==> src/rtl/gpio_word_packer_if.sv <==
// Byte-in / word-out stream bundle between the GPIO pins, the packer and the crossbar lane.
// The master side is the upstream source and downstream sink; the slave side is the packer.
interface gpio_word_packer_if #(
  parameter int BYTE_W  = 8,
  parameter int N_BYTES = 4
) ();
  localparam int WORD_W = BYTE_W * N_BYTES;
  localparam int LEN_W  = $clog2(N_BYTES + 1);

  logic              i_stream_val;
  logic [BYTE_W-1:0] i_stream_data;
  logic              i_stream_rdy;
  logic              flush;
  logic              o_stream_val;
  logic [WORD_W-1:0] o_stream_data;
  logic [LEN_W-1:0]  o_stream_len;
  logic              o_stream_rdy;
  logic              busy;

  modport master (
    output i_stream_val, i_stream_data, flush, o_stream_rdy,
    input  i_stream_rdy, o_stream_val, o_stream_data, o_stream_len, busy
  );

  modport slave (
    input  i_stream_val, i_stream_data, flush, o_stream_rdy,
    output i_stream_rdy, o_stream_val, o_stream_data, o_stream_len, busy
  );
endinterface

==> src/rtl/gpio_word_packer.sv <==
// Packs a little-endian byte stream into N_BYTES-wide words with an assembly and an output
// register; partial words leave zero-padded on an explicit flush or after an idle timeout.
module gpio_word_packer #(
  parameter int BYTE_W  = 8,
  parameter int N_BYTES = 4,
  parameter int TIMEOUT = 16
) (
  input logic               clk,
  input logic               reset,
  gpio_word_packer_if.slave bus
);
  localparam int WORD_W = BYTE_W * N_BYTES;
  localparam int CNT_W  = $clog2(N_BYTES + 1);
  localparam int IDLE_W = (TIMEOUT > 1) ? $clog2(TIMEOUT) : 1;

  localparam logic [CNT_W-1:0]  FULL_CNT = CNT_W'(N_BYTES);
  localparam logic [IDLE_W-1:0] IDLE_MAX = (TIMEOUT > 0) ? IDLE_W'(TIMEOUT - 1) : '0;

  logic [CNT_W-1:0]  asm_cnt;
  logic [CNT_W-1:0]  cnt_next;
  logic [WORD_W-1:0] asm_data;
  logic [WORD_W-1:0] asm_merged;
  logic [WORD_W-1:0] out_data;
  logic [CNT_W-1:0]  out_len;
  logic [IDLE_W-1:0] idle_cnt;
  logic              out_full;
  logic              flush_pend;
  logic              rdy_en;

  logic in_fire;
  logic out_fire;
  logic out_free;
  logic timeout_hit;
  logic flush_req;
  logic xfer;

  // rdy_en keeps the input closed during reset and opens it on the first edge after release.
  assign bus.i_stream_rdy = rdy_en && (asm_cnt != FULL_CNT);

  assign in_fire     = bus.i_stream_val && bus.i_stream_rdy;
  assign out_fire    = out_full && bus.o_stream_rdy;
  assign out_free    = !out_full || out_fire;
  assign timeout_hit = (TIMEOUT != 0) && (idle_cnt == IDLE_MAX) && !in_fire;
  assign flush_req   = (bus.flush || timeout_hit) && (asm_cnt != '0);
  assign cnt_next    = asm_cnt + CNT_W'(in_fire);

  // A word leaves when it is complete or flushed, and only into a free (or freeing) output slot.
  assign xfer = out_free && ((cnt_next == FULL_CNT) || flush_req || flush_pend);

  // The byte arriving this cycle is merged in before the transfer so it is never lost.
  // NOTE: every always_comb output gets a default first, otherwise a latch is inferred.
  always_comb begin
    asm_merged = asm_data;
    if (in_fire) asm_merged[int'(asm_cnt) * BYTE_W +: BYTE_W] = bus.i_stream_data;
  end

  // NOTE: sequential state uses non-blocking assignments so every flop samples pre-edge values.
  always_ff @(posedge clk or negedge reset) begin
    if (!reset) begin
      asm_cnt    <= '0;
      asm_data   <= '0;
      out_data   <= '0;
      out_len    <= '0;
      out_full   <= 1'b0;
      flush_pend <= 1'b0;
      idle_cnt   <= '0;
      rdy_en     <= 1'b0;
    end else begin
      rdy_en <= 1'b1;

      if (xfer) begin
        asm_cnt    <= '0;
        asm_data   <= '0;
        out_data   <= asm_merged;
        out_len    <= cnt_next;
        out_full   <= 1'b1;
        flush_pend <= 1'b0;
      end else begin
        asm_cnt  <= cnt_next;
        asm_data <= asm_merged;
        if (out_fire)  out_full   <= 1'b0;
        if (flush_req) flush_pend <= 1'b1;
      end

      if (xfer || in_fire || (asm_cnt == '0)) idle_cnt <= '0;
      else if (idle_cnt != IDLE_MAX)          idle_cnt <= idle_cnt + 1'b1;
    end
  end

  assign bus.o_stream_val  = out_full;
  assign bus.o_stream_data = out_data;
  assign bus.o_stream_len  = out_len;
  assign bus.busy          = (asm_cnt != '0) || out_full;
endmodule

==> src/flat_wrapper.sv <==
// flat-port wrapper written by rule: the top's interface ports become plain ports
module gpio_word_packer_flat 
#(
  parameter int BYTE_W  = 8,
  parameter int N_BYTES = 4,
  parameter int TIMEOUT = 16
)
  (clk, reset, bus_i_stream_val, bus_i_stream_data, bus_flush, bus_o_stream_rdy, bus_i_stream_rdy, bus_o_stream_val, bus_o_stream_data, bus_o_stream_len, bus_busy);
  gpio_word_packer_if #(.BYTE_W(BYTE_W), .N_BYTES(N_BYTES)) bus_i ();
  input logic clk;
  input logic reset;
  input wire logic [$bits(bus_i.i_stream_val)-1:0] bus_i_stream_val;
  input wire logic [$bits(bus_i.i_stream_data)-1:0] bus_i_stream_data;
  input wire logic [$bits(bus_i.flush)-1:0] bus_flush;
  input wire logic [$bits(bus_i.o_stream_rdy)-1:0] bus_o_stream_rdy;
  output wire logic [$bits(bus_i.i_stream_rdy)-1:0] bus_i_stream_rdy;
  output wire logic [$bits(bus_i.o_stream_val)-1:0] bus_o_stream_val;
  output wire logic [$bits(bus_i.o_stream_data)-1:0] bus_o_stream_data;
  output wire logic [$bits(bus_i.o_stream_len)-1:0] bus_o_stream_len;
  output wire logic [$bits(bus_i.busy)-1:0] bus_busy;
  assign bus_i.i_stream_val = bus_i_stream_val;
  assign bus_i.i_stream_data = bus_i_stream_data;
  assign bus_i.flush = bus_flush;
  assign bus_i.o_stream_rdy = bus_o_stream_rdy;
  assign bus_i_stream_rdy = bus_i.i_stream_rdy;
  assign bus_o_stream_val = bus_i.o_stream_val;
  assign bus_o_stream_data = bus_i.o_stream_data;
  assign bus_o_stream_len = bus_i.o_stream_len;
  assign bus_busy = bus_i.busy;
  gpio_word_packer #(.BYTE_W(BYTE_W), .N_BYTES(N_BYTES), .TIMEOUT(TIMEOUT)) u_core (.clk(clk), .reset(reset), .bus(bus_i));
endmodule
==> config.mk <==
export PLATFORM = sky130hd
export DESIGN_NAME = gpio_word_packer_flat
export DESIGN_NICKNAME = d
export VERILOG_FILES = /design/src/rtl/gpio_word_packer_if.sv /design/src/rtl/gpio_word_packer.sv /design/src/flat_wrapper.sv
export SDC_FILE = /design/constraint.sdc
export NUM_CORES = 1
export LEC_CHECK = 0
export ABC_AREA = 0
export CAP_MARGIN = 20
export CORE_MARGIN = 2
export CORE_UTILIZATION = 54
export CTS_BUF_LIST = sky130_fd_sc_hd__clkbuf_16
export CTS_CLUSTER_SIZE = 24
export DETAILED_ROUTE_END_ITERATION = 10
export HOLD_SLACK_MARGIN = 0.08
export PLACE_DENSITY = 0.79
export SYNTH_ARGS = -nofsm -noshare
export SYNTH_HDL_FRONTEND = slang
export SYNTH_SLANG_ARGS = --single-unit
==> constraint.sdc <==
create_clock -name clk -period 3.4 [get_ports clk]
set_clock_uncertainty 0.05 [all_clocks]
set_input_delay 0.34 -clock clk [delete_from_list [all_inputs] [get_ports clk]]
set_output_delay 0.34 -clock clk [all_outputs]
set_load 0.01 [all_outputs]
==> results of run 1 <==
-- worst max path at each step --
stage	end	cells after the start	start	slack [ns]
CTS	u_core.bus.o_stream_data[22]$_DFFE_PN0P_	11	u_core.asm_cnt[0]$_DFF_PN0_	0.12
global route	u_core.bus.o_stream_data[22]$_DFFE_PN0P_	11	u_core.asm_cnt[0]$_DFF_PN0_	0.01
floorplan	u_core.bus.o_stream_len[0]$_DFFE_PN0P_	13	u_core.asm_cnt[0]$_DFF_PN0_	0.60
global placement	u_core.bus.o_stream_data[14]$_DFFE_PN0P_	11	u_core.asm_cnt[0]$_DFF_PN0_	0.42
finish	u_core.bus.o_stream_data[22]$_DFFE_PN0P_	11	u_core.asm_cnt[0]$_DFF_PN0_	0.27
detailed placement	u_core.bus.o_stream_data[22]$_DFFE_PN0P_	11	u_core.asm_cnt[0]$_DFF_PN0_	0.18
-- metal layers --
metal  routed length, um  part of all wire, %
met2                3270                   48
met4                 142                  2.1
met5                   0                    0
met1                3140                   46
met3                 222                  3.3
-- layout by cell type (no fill, tap or decap), types with 2 or more instances in the layout --
master	n
clkinv_4	2
buf_4	3
inv_1	40
bufinv_16	3
nor3_1	3
nor2b_1	5
nand2_1	3
a21boi_0	8
mux2_2	3
ha_1	9
a21oi_1	8
dfrtp_1	76
and3_1	8
nand2b_1	3
and4_1	8
a31oi_1	9
clkdlybuf4s50_1	49
nor2_1	36
mux2i_1	48
nand3_1	6
clkbuf_16	9
-- power by group --
group | switching (mW) | internal [mW] | total [mW]
Clock | 0.358 | 0.713 | 1.07
Sequential | 0.0917 | 1.06 | 1.15
Combinational | 0.594 | 0.498 | 1.09
-- worst reg2reg max path, stage by stage, from the launching register on --
cell     delay [ns]
dfrtp_2        0.50
inv_1          0.11
ha_1           0.24
ha_1           0.21
and3b_1        0.31
ha_1           0.18
ha_1           0.16
xor2_1         0.25
nand2_1        0.17
a21oi_4        0.25
buf_4          0.37
mux2i_1        0.25
-- timing repair --
item                                   CTS  global route
endpoints found under the hold margin    0             0
hold buffers                             0             0
gates resized for setup                  0             1
setup endpoints to repair                0            42
-- kinds of logic (layout without fill, tap and decap cells) --
group / Yosys count / after routing / share of synthesized area [%]
AOI/OAI and AO/OA: 29 / 29 / 5.76
xor gates and xnor gates: 2 / 2 / 0.504
adders and majority gates: 9 / 9 / 3.24
buffers and inverters: 53 / 108 / 8.06
DFF: 77 / 77 / 55.4
muxes: 51 / 51 / 14.8
other: 1 / 1 / 0.108
and+or+nand+nor: 80 / 80 / 12.1
-- per-stage QoR --
step                instance area (um2)  util [%]  instances  power [mW]  hold WS, ns
finish                             4320      68.8        434        3.31       0.0970
floorplan                          3480         -        302        2.00     -0.00559
CTS                                4320      68.8        434        3.33        0.144
detailed placement                 3980      63.4        418        2.25        0.452
global route                       4320      68.8        434        3.49        0.204
global placement                   3980      63.4        418        2.22        0.439
-- cell type report --
| type | count | area share [%] |
|---|---|---|
| flip-flops and latches | 77 | 44.6 |
| multi-input cells | 172 | 29.6 |
| repair buffers | 53 | 12.3 |
| clock buffers | 9 | 5.21 |
| inverters | 39 | 3.39 |
| clock inverters | 7 | 2.66 |
| well taps | 77 | 2.23 |
-- flip-flops by register name, indices dropped and copies added (netlist names) --
register	flops
u_core.asm_data	32
u_core.bus.o_stream_val	1
u_core.rdy_en	1
u_core.bus.o_stream_len	3
u_core.asm_cnt	3
u_core.flush_pend	1
u_core.idle_cnt	4
u_core.bus.o_stream_data	32
==> key figures, run 1 <==
Floorplanning
  – Num rows: 29
  – Core box area: between 0.006 and 0.007 mm2
  – Initial Util: between 50% and 60%
  – Die area: between 0.007 and 0.008 mm2
  – Num ports: 51
  – Die height: 84.2 um
  – Chip Width: 84.2 um

Worst setup path
  – Cell mode on critical path: ha_1
  – CP cell instances: inv_1 > ha_1 > ha_1 > and3b_1 > ha_1 > ha_1 > xor2_1 > nand2_1 > a21oi_4 > buf_4 > mux2i_1
  – Kind of critical path: reg -> reg
  – CP Launch Type: flip-flop
  – FF-to-FF path depth: 11
  – Worst setup EP type: flip-flop
  – CP max stage delay: 0.50 ns
  – Worst r2r dst: u_core.bus.o_stream_data[22]$_DFFE_PN0P_
  – Worst path slowest cell: dfrtp_2
  – Cell family with most CP delay: adder cells
  – R2R setup slack: 0.27 ns
  – Buf/Inv on CP: 2
  – Worst EP required: roughly 3.6 ns
  – CP max FO: 29
  – Crit Reg-Reg Startpoint: u_core.asm_cnt[0]$_DFF_PN0_
  – Critical path arrival: ~3.3 ns

Synth
  – Async set-reset flop share out of synthesis: between 90% and 100%
  – Avg Cell Area, Syn: between 10 and 15 um2
  – Synth top cells by count: 77 x dfrtp_1, 48 x mux2i_1, 39 x inv_1, 36 x nor2_1
  – Number of synthesized register bits: 77
  – Sequential area share after synthesis: between 50% and 60%
  – Synth warn: 0
  – Top-area cell type share of the netlist area: a little under three fifths
  – Gate Count Post-Synth: slightly above 300
  – Main synth FF type: dfrtp_1
  – Top cells by area, synth: dfrtp_1 55%, mux2i_1 14%, inv_1 4.2%
  – Yosys cell types: 37
  – Post-Syn Nets: roughly 320
  – Synthesized area: ~0.0035 mm2
  – Count leader, synth: dfrtp_1
  – Number of enable-type register cells in the synthesized netlist: 0
  – Post-synth top area cell: dfrtp_1

Timing
  – Final hold violations: 0
  – RSZ-0062 raised after global routing: no
  – Worst-margin pin slew: between 0.9 and 1 ns
  – Period minus WS final: between 3 and 4 ns
  – Post-route setup slack: about 0.27 ns
  – Slew Limit Fails: 0
  – Fmax achieved: around 320 MHz
  – Final setup viols: 0
  – Setup_tns: 0 ns
  – Slew HR: between 30% and 40%
  – Fin crit share: about nine tenths

Pwr
  – Peak supply drop: approximately 0.48 mV
  – Power Density: between 700 and 800 mW/mm2
  – Lkg Pwr: between 2 and 2.5 nW

Global route
  – GR peak layer: met2
  – Met2 GRT Util: between 30% and 40%
  – Global-route wire length before repair: about 11 mm
  – Met3 Usage GRT: between 4 and 5%
  – Vias in the first global route: approximately 2.3k
  – Initial antenna violation count: 0
  – Largest net degree at the start of global routing: between 70 and 80
  – Overflow after GRT: 0
  – GRT Overall Usage: about a fifth
  – M1 GR Usage: between 20% and 30%

CTS
  – CTS tree: yes
  – TritonCTS Buffers: 9
  – H-tree levels: 3
  – Reg clk slew, reported paths: 0.06 ns
  – Clk Latency, worst-skew pair: around 0.33 ns
  – Post CTS Setup Buffer Count: 0
  – Max Root-Sink Buffers: 2
  – Clk sinks: 77
  – Root buffer cell: clkbuf_16

Route
  – Routed Antenna Nets: 0
  – Vias: roughly 2.3k
  – DR iter-0 viols: approximately 130
  – Drt drc: 0
  – Routed WL per cell: about 16 um
  – Total wire length: between 6 and 7 mm
  – Drt pass-1 iters: 4
  – Via/cell ratio: 5.28

Place
  – Dpl ws: between 0.15 and 0.2 ns
  – Port bufs: 50
  – Gpl congestion: about 0.8
  – Post-DP HPWL: ~4.5 mm

Cells and area
  – ANT cells: 0
  – Fillers: around 480
  – Layout cells sized above 1: 7.00%
  – Area of the multi-input gates: approximately 0.0013 mm2
  – P&R area growth vs syn: 24.3%
  – Reg area: roughly 0.0019 mm2
  – Final #Nets: around 370

Flow run
  – Max Cap Viol: 0

Status
  – Status: complete, no violations

Hold path
  – Hold Crit Class: in -> async
Power figures use the tool's default switching activity.
==> run 2: changes to the inputs <==
--- a/config.mk
+++ b/config.mk
@@ -7,13 +7,15 @@
 export LEC_CHECK = 0
 export ABC_AREA = 0
 export CAP_MARGIN = 20
+export CELL_PAD_IN_SITES_DETAIL_PLACEMENT = 1
+export CELL_PAD_IN_SITES_GLOBAL_PLACEMENT = 2
 export CORE_MARGIN = 2
-export CORE_UTILIZATION = 54
-export CTS_BUF_LIST = sky130_fd_sc_hd__clkbuf_16
+export CORE_UTILIZATION = 37
+export CTS_BUF_LIST = sky130_fd_sc_hd__clkbuf_4
 export CTS_CLUSTER_SIZE = 24
 export DETAILED_ROUTE_END_ITERATION = 10
 export HOLD_SLACK_MARGIN = 0.08
-export PLACE_DENSITY = 0.79
+export PLACE_DENSITY_LB_ADDON = 0.1
 export SYNTH_ARGS = -nofsm -noshare
 export SYNTH_HDL_FRONTEND = slang
 export SYNTH_SLANG_ARGS = --single-unit
==> run 2 against run 1 <==
First-iteration DRC count is 17% lower. Worst setup slack gained 0.19 ns. Fmax up 6.5%. Non-clock buffer count up 4. Clock power decreased by 50%. Clock-buffer cell count grew 1. Critical path depth stayed put.
==> key figures, run 2 (synthesis gave the netlist of run 1 again) <==
Status
  – Status: complete, no violations

Worst setup path
  – Crit Reg-Reg Startpoint: u_core.asm_cnt[1]$_DFF_PN0_
  – Cell mode on critical path: ha_1
  – CP max FO: 15 (-48%)
  – Worst path slowest cell: dfrtp_1
  – R2R setup slack: 0.46 ns (+0.19 ns)
  – Cell family with most CP delay: adder cells
  – Worst setup EP type: flip-flop
  – Worst EP required: 3.68 ns (+0.08 ns)
  – CP Launch Type: flip-flop
  – FF-to-FF path depth: 11 (unchanged)
  – Start point of the critical path: u_core.asm_cnt[1]$_DFF_PN0_
  – Critical path arrival: 3.22 ns (-0.10 ns)
  – CP max stage delay: 0.45 ns (-0.05 ns)
  – CP cell instances: inv_1 > ha_1 > ha_1 > and3b_1 > ha_1 > ha_1 > xor2_1 > nand2_1 > a21oi_4 > buf_4 > mux2i_1
  – Worst r2r dst: u_core.bus.o_stream_data[12]$_DFFE_PN0P_
  – Kind of critical path: reg -> reg
  – Buf/Inv on CP: 2 (unchanged)

Floorplanning
  – Chip Width: 101 um (+20%)
  – Num ports: 51 (unchanged)
  – Core box area: 0.00920 mm2 (+47%)
  – Die area: 0.0102 mm2 (+44%)
  – Initial Util: 37.8% (-18 points)
  – Die height: 101 um (+20%)
  – Num rows: 35 (+21%)

Place
  – Gpl congestion: 0.727 (-7.9%)
  – Port bufs: 50 (unchanged)
  – Post-DP Area: 0.00405 mm2 (+1.6%)
  – Post-DP HPWL: 5.14 mm (+13%)
  – Dpl ws: 0.475 ns (+0.298 ns)

Pwr
  – Part of the power in registers: 39.9% (+5.2 points)
  – Power Density: 676 mW/mm2 (-12%)
  – Internal: 1.80 mW (-21%)
  – NetSw: 1.03 mW (-1.6%)
  – Clock group share of total power: 19.0% (-13 points)
  – Combinational power share: 41.1% (+8.2 points)
  – Sw Share: 36.3% (+4.8 points)
  – Peak supply drop: 0.277 mV (-42%)
  – Lkg Pwr: 2.03 nW (-3.5%)
  – Total Power: 2.83 mW (-15%)

Cells and area
  – Layout cells sized above 1: 7.50% (+0.50 points)
  – ANT cells: 0 (unchanged)
  – Most frequent cells in the layout: 77 x dfrtp_1, 49 x clkdlybuf4s50_1, 48 x mux2i_1, 39 x inv_1, 36 x nor2_1
  – Final Cell Area: 0.00418 mm2 (-3.2%)
  – Final core occ: 45.5% (-23 points)
  – Commonest non-fill, non-tap cell in the layout: dfrtp_1
  – P&R area growth vs syn: 20.3%
  – Final #Nets: 378 (+1.1%)

CTS
  – Post CTS Setup Buffer Count: 0 (unchanged)
  – Clk Latency, worst-skew pair: 0.41 ns (+0.08 ns)
  – TritonCTS Buffers: 9 (unchanged)
  – Post-CTS sizing: 0 (unchanged)
  – CTS tree: yes
  – Clk sinks: 77 (unchanged)
  – H-tree levels: 3 (unchanged)
  – Max Root-Sink Buffers: 2 (unchanged)
  – Root buffer cell: clkbuf_4
  – Hold buffer count at CTS: 1 (+1)
  – Reg clk slew, reported paths: 0.12 ns (+0.06 ns)

Timing
  – Fmax achieved: 341 MHz (+6.5%)
  – Fin crit share: 86.3% (-5.6 points)
  – Worst-margin pin slew: 0.991 ns (+0.0563 ns)
  – Post-route setup slack: 0.464 ns (+0.192 ns)
  – Slew Limit Fails: 0 (unchanged)
  – Final hold violations: 0 (unchanged)
  – Final setup viols: 0 (unchanged)
  – Period minus WS final: 2.94 ns (-0.192 ns)
  – Setup_tns: 0 ns (unchanged)
  – Slew HR: 33.9% (-3.6 points)
  – RSZ-0062 raised after global routing: no

Route
  – Total wire length: 7.63 mm (+13%)
  – Drt pass-1 iters: 4 (unchanged)
  – DR iter-0 viols: 109 (-17%)
  – Via/cell ratio: 4.97 (-5.9%)
  – Vias: 2342 (+2.1%)
  – Routed WL per cell: 16.2 um (+3.7%)
  – Routed Antenna Nets: 0 (unchanged)
  – Drt drc: 0 (unchanged)

Global route
  – Initial antenna violation count: 0 (unchanged)
  – GRT Overall Usage: 16.7% (-4.0 points)
  – Overflow after GRT: 0 (unchanged)
  – Largest net degree at the start of global routing: 78 (unchanged)
  – Global-route wire length before repair: 13.0 mm (+15%)
  – Vias in the first global route: 2544 (+10%)

Hold path
  – Hold path start: u_core.asm_data[25]$_DFF_PN0_
  – Worst Hold Path EP: u_core.asm_data[25]$_DFF_PN0_
  – Hold Crit Class: reg -> reg
  – Worst Hold Depth: 2

Flow run
  – Max Cap Viol: 0 (unchanged)
run 2: worst max path at each step:
stage,end,depth (start not counted)
floorplan,u_core.bus.o_stream_len[0]$_DFFE_PN0P_,13
CTS,u_core.bus.o_stream_data[12]$_DFFE_PN0P_,11
global route,u_core.bus.o_stream_data[12]$_DFFE_PN0P_,11
detailed placement,u_core.bus.o_stream_data[12]$_DFFE_PN0P_,11
finish,u_core.bus.o_stream_data[12]$_DFFE_PN0P_,11
global placement,u_core.bus.o_stream_data[12]$_DFFE_PN0P_,11
run 2: worst reg2reg max path, delay by kind of cell (launching register included):
kind                       cells  cell delay [ns]
adders and majority gates      4             0.75
and+or+nand+nor                2             0.48
DFF                            1             0.45
buffers and inverters          2             0.39
AOI/OAI and AO/OA              1             0.28
muxes                          1             0.24
xor gates and xnor gates       1             0.23
run 2: final cells by class:
cell class              instances  area [um2]
clock buffers                  10        75.1
fillers                      1020        5010
multi-input cells             172        1280
clock inverters                 5        52.6
inverters                      39         146
well taps                     111         139
flip-flops and latches         77        1930
repair buffers                 57         566
run 2: layer usage:
| layer | vias to the layer above | track usage (%) | wire length (um) |
|---|---|---|---|
| li1 | 1111 | - | - |
| met1 | 1176 | 23.4 | 3850 |
| met2 | 48 | 25.5 | 3430 |
| met3 | 7 | 4.16 | 246 |
| met4 | 0 | 5.09 | 97 |
| met5 | - | 0 | 0 |
run 2: per-stage QoR:
| stage | hold slack (ns) | cells |
|---|---|---|
| 2_1_floorplan | -0.00559 | 302 |
| 5_1_grt | 0.493 | 471 |
| 3_5_place_dp | 0.450 | 455 |
| 4_1_cts | 0.477 | 471 |
| 6_report | 0.472 | 471 |
| 3_3_place_gp | 0.441 | 455 |
run 2: power by group through the flow:
stage	clock, mW	sequential, mW	combinational, mW
2_1_floorplan	0	1.17	0.828
3_3_place_gp	0	1.14	1.16
3_5_place_dp	0	1.15	1.17
4_1_cts	0.565	1.13	1.18
5_1_grt	0.601	1.15	1.28
6_report	0.537	1.13	1.16
